File: config.mk
export PLATFORM = sky130hd
export DESIGN_NAME = modexp_operand_sequencer
export DESIGN_NICKNAME = d
export VERILOG_FILES = /design/src/rtl/modexp_operand_sequencer.sv
export SDC_FILE = /design/constraint.sdc
export NUM_CORES = 1
export LEC_CHECK = 0
export ABC_AREA = 0
export CELL_PAD_IN_SITES_DETAIL_PLACEMENT = 2
export CELL_PAD_IN_SITES_GLOBAL_PLACEMENT = 2
export CORE_MARGIN = 2
export CORE_UTILIZATION = 28
export CTS_CLUSTER_SIZE = 10
export DETAILED_ROUTE_END_ITERATION = 6
export GPL_TIMING_DRIVEN = 0
export PLACE_DENSITY = 0.81
export SLEW_MARGIN = 10
export SYNTH_ARGS = -nofsm -noshare
export SYNTH_HDL_FRONTEND = slang
export SYNTH_SLANG_ARGS = --single-unit
File: constraint.sdc
create_clock -name iCE_CLK -period 6.4 [get_ports iCE_CLK]
set_input_delay 0.64 -clock iCE_CLK [delete_from_list [all_inputs] [get_ports iCE_CLK]]
set_output_delay 0.64 -clock iCE_CLK [all_outputs]
set_load 0.03 [all_outputs]
File: src/rtl/modexp_operand_sequencer.sv
// Loads message/exponent/modulus words, runs the modexp core with a timeout, then emits one result word.
// Latency: core_start 2 cycles after the modulus word; never stalls rx, holds the result while tx_busy is high.
module modexp_operand_sequencer #(
    parameter int N         = 32,
    parameter int TIMEOUT_W = 24
) (
    input  logic           iCE_CLK,
    input  logic           rst,
    input  logic           rx_valid,
    input  logic [N-1:0]   rx_bytes,
    output logic           core_start,
    output logic [N-1:0]   core_msg,
    output logic [N-1:0]   core_exp,
    output logic [N-1:0]   core_mod,
    input  logic           core_done,
    input  logic [N-1:0]   core_result,
    input  logic           tx_busy,
    output logic [N-1:0]   tx_bytes,
    output logic           tx_valid,
    output logic           overrun,
    output logic           timeout,
    output logic [2:0]     state_dbg
);

    typedef enum logic [2:0] {
        LD_MSG = 3'd0,
        LD_EXP = 3'd1,
        LD_MOD = 3'd2,
        START  = 3'd3,
        WAIT   = 3'd4,
        SEND   = 3'd5
    } state_t;

    state_t               state;
    logic [TIMEOUT_W-1:0] wait_cnt;
    logic [TIMEOUT_W-1:0] cnt_inc;

    // Timeout fires on the cycle the counter would reach all-ones.
    always_comb begin
        cnt_inc = wait_cnt + 1'b1;
    end

    assign state_dbg = state;

    always_ff @(posedge iCE_CLK) begin
        if (rst) begin
            state      <= LD_MSG;
            core_msg   <= '0;
            core_exp   <= '0;
            core_mod   <= '0;
            tx_bytes   <= '0;
            core_start <= 1'b0;
            tx_valid   <= 1'b0;
            overrun    <= 1'b0;
            timeout    <= 1'b0;
            wait_cnt   <= '0;
        end else begin
            core_start <= 1'b0;
            tx_valid   <= 1'b0;
            if (rx_valid && (state == START || state == WAIT || state == SEND))
                overrun <= 1'b1;
            case (state)
                LD_MSG: if (rx_valid) begin
                    core_msg <= rx_bytes;
                    state    <= LD_EXP;
                end
                LD_EXP: if (rx_valid) begin
                    core_exp <= rx_bytes;
                    state    <= LD_MOD;
                end
                LD_MOD: if (rx_valid) begin
                    core_mod <= rx_bytes;
                    state    <= START;
                end
                START: begin
                    core_start <= 1'b1;
                    wait_cnt   <= '0;
                    state      <= WAIT;
                end
                WAIT: begin
                    // core_done takes priority over a coincident saturation.
                    if (core_done) begin
                        tx_bytes <= core_result;
                        timeout  <= 1'b0;
                        state    <= SEND;
                    end else if (&cnt_inc) begin
                        wait_cnt <= cnt_inc;
                        tx_bytes <= {N{1'b1}};
                        timeout  <= 1'b1;
                        state    <= SEND;
                    end else begin
                        wait_cnt <= cnt_inc;
                    end
                end
                SEND: if (!tx_busy) begin
                    tx_valid <= 1'b1;
                    state    <= LD_MSG;
                end
                default: state <= LD_MSG;
            endcase
        end
    end

endmodule

==> key figures <==
Run status
  • Outcome: finished, final reports clean

STA
  • RSZ-0062 raised after global routing: no
  • Final hold violations: 0
  • Slew at the pin closest to its max-slew limit: 0.855 ns
  • F_max: 0.317 GHz
  • TNS Setup: 0 ns
  • Final Skew: 0.0190 ns
  • Slew Viols, Final: 0
  • Setup violators final: 0
  • Slew Limit Headroom: 42.6%
  • Fin crit period: 3.15 ns
  • Period utilization: 49.2%

Floorplanning
  • I/O pin count: 204
  • Starting density of the core: 28.7%
  • Die Span X: 157 um
  • Placeable core area: 22,800 um2
  • Die Ht: 157 um
  • Floorplan row count: 55
  • Full die area: 24,600 um2

Min path
  • Worst Hold Launch: core_exp[14]$_SDFFE_PP0P_
  • Hold Path Sink: core_exp[14]$_SDFFE_PP0P_
  • Hold Crit Class: flip-flop to flip-flop
  • WHS Path Cells: 2

Detailed routing
  • Avg WL per Cell: 19.5 um
  • Routed wire length: 26,700 um
  • Initial drt markers: 215
  • First drt pass iteration count: 4
  • Via count: 6,759
  • Via/cell ratio: 4.95
  • Drt drc: 0
  • DRT antenna net count: 0

Setup path
  • Slowest Stage Delay on Critical Path: 0.67 ns
  • CP Buf/Inv Count: 1
  • Worst path slowest cell: nor4_1
  • Crit path arrival time: 3.50 ns
  • R2r worst-path depth: 9
  • WS Path Type: flip-flop to flip-flop
  • Flop2flop setup slack: 3.25 ns
  • CP max FO: 10
  • R2R Path Start: wait_cnt[0]$_SDFFE_PP0P_
  • Setup crit end kind: flip-flop
  • Worst r2r dst: tx_bytes[10]$_SDFFE_PP0P_
  • CP Data Required Time: 6.75 ns
  • Setup crit start kind: flip-flop
  • CP top delay family: simple AND/OR/NAND/NOR gates
  • Worst-path cell chain: ha_1 -> nand4_1 -> nor4_1 -> xnor2_1 -> nor3_1 -> and4b_1 -> nand2_2 -> buf_6 -> a211oi_2

Clock tree
  • Clock Latency Late Sink: 0.45 ns
  • CTS buffer count: 17
  • TritonCTS clock tree: built
  • Clk sink count: 159
  • H-tree depth: 4
  • Setup bufs post-CTS: 0
  • CTS root buf: clkbuf_16
  • CTS hold repair buffers: 0
  • Maximum clock path buffer count: 2
  • Post_cts resized: 0
  • Worst-path clk slew: 0.07 ns

Yosys
  • Synthesized cell area: 6530 um2
  • Synth cell count leaders: 218 x nand2_1, 159 x dfxtp_1, 123 x a21oi_1
  • Async SR Flop Fraction: 0%
  • Flops & latches, synth: 159
  • Synth Area per Inst: 7.98 um2
  • Yosys Warn Count: 0
  • Dominant cell by count in the synthesized netlist: nand2_1
  • Largest cells by area after synthesis: dfxtp_1 49%, nand2_1 13%, a21oi_1 9.4%
  • Synth area leader: dfxtp_1
  • Synthesized netlist cell count: 818
  • Synth unique cells: 45
  • Seq/Total Area, Yosys: 48.8%
  • Syn Nets: 889
  • Synth top area share: 48.8%
  • Post-synth EDFFs: 0
  • Ys flop type: dfxtp_1

Pwr
  • Power Density: 254 nW/um2
  • Leak: 3.17 nW
  • Peak supply drop: 0.173 mV

Global route
  • Vias in the first global route: 7,298
  • GRT overflow: 0
  • Initial antenna violation count: 0
  • Pin count of the biggest net entering global routing: 18
  • Global-route wire length before repair: 40,800 um
  • Overall routing resource usage: 21.9%

Final layout
  • Layout cells sized above 1: 7.41%
  • Number of diodes: 0
  • Area growth syn-to-layout: 45.7%
  • Final nets: 1,110
  • Design Area, Final: 9510 um2

Placed design
  • RD Place Congestion: 0.855
  • DP Area: 8940 um2
  • Buffers on Ports: 202
  • Post-DP HPWL: 19,600 um

Job
  • Max Cap Viol: 0
-- placed cells by master, fill, tap and decap left out, types with 7 or more instances in the layout --
| cell type | instances |
|---|---|
| nand2_1 | 218 |
| clkdlybuf4s50_1 | 202 |
| dfxtp_1 | 159 |
| a21oi_1 | 123 |
| nor2_1 | 93 |
| clkbuf_1 | 57 |
| a211oi_2 | 30 |
| clkbuf_16 | 17 |
| o21ai_0 | 13 |
| nor3_1 | 12 |
| a211oi_1 | 9 |
| nand4_1 | 8 |
| nand3_1 | 8 |
| a31oi_1 | 7 |
| inv_6 | 7 |
-- worst max-delay path by stage --
stage               slack, ns                startpoint                         to  cells past startpoint
detailed placement       3.37  wait_cnt[0]$_SDFFE_PP0P_  tx_bytes[10]$_SDFFE_PP0P_                      9
floorplan                4.14  wait_cnt[0]$_SDFFE_PP0P_  tx_bytes[10]$_SDFFE_PP0P_                      9
global placement         3.42  wait_cnt[0]$_SDFFE_PP0P_  tx_bytes[16]$_SDFFE_PP0P_                      9
finish                   3.25  wait_cnt[0]$_SDFFE_PP0P_  tx_bytes[10]$_SDFFE_PP0P_                      9
CTS                      3.23  wait_cnt[0]$_SDFFE_PP0P_  tx_bytes[10]$_SDFFE_PP0P_                      9
global route             3.04  wait_cnt[0]$_SDFFE_PP0P_  tx_bytes[10]$_SDFFE_PP0P_                      9
-- power by group --
part | internal, mW | leakage, nW | total, mW | switching (mW)
Combinational | 0.136 | 1.60 | 0.358 | 0.222
Sequential | 1.03 | 1.29 | 1.05 | 0.0220
Clock | 0.517 | 0.279 | 1.00 | 0.487
-- kinds of logic (layout without fill, tap and decap cells) --
logic type               count (synthesis)  after routing  synth area share (%)
flip-flops                             159            159                  48.8
AO/OA/AOI/OAI                          192            192                  19.2
adder cells (fa/ha/maj)                  2              2                 0.383
multiplexers                             1              1                 0.153
AND/OR/NAND/NOR                        385            385                  25.8
buffers and inverters                   69            303                  4.41
XOR/XNOR                                10             10                  1.34
-- per-layer routing --
| layer | vias up | track usage (%) | share of wire, % |
|---|---|---|---|
| li1 | 3211 | - | - |
| met1 | 3322 | 24.2 | 41 |
| met2 | 198 | 38.3 | 49 |
| met3 | 28 | 9.14 | 8.2 |
| met4 | 0 | 6.20 | 1.9 |
| met5 | - | 0 | 0 |
-- through the flow --
step           cells  hold slack [ns]  setup WS, ns  util, %  total power, mW
3_3_place_gp    1333            0.441          3.42     39.3             1.42
4_1_cts         1365            0.460          3.23     41.7             2.44
5_1_grt         1365            0.483          3.04     41.7             2.51
2_1_floorplan    818            0.441          4.14        -             1.25
3_5_place_dp    1333            0.449          3.37     39.3             1.43
6_report        1365            0.457          3.25     41.7             2.41
-- registers in the layout (all words and copies together) (netlist names) --
register and cells:
core_exp 32, core_mod 32, core_msg 32, tx_bytes 32, wait_cnt 24, state_dbg 3
core_start 1, overrun 1, timeout 1, tx_valid 1
-- worst reg2reg max path, delay by kind of cell, from the launching register on --
family	cells	cell delay (ns)
simple gates	5	1.62
flops	1	0.49
buf+inv	1	0.21
fa+ha+maj	1	0.35
compound gates	1	0.21
xor+xnor	1	0.19
-- cell type report --
cell class,count,area (um2)
timing repair buffer,202,2020
tap,313,392
clock buffer,17,425
multi-input combinational,590,3060
buffer,65,273
inverter,4,15.0
fill,2552,13300
sequential,159,3180
clock inverter,15,141
Power figures use the tool's default switching activity.
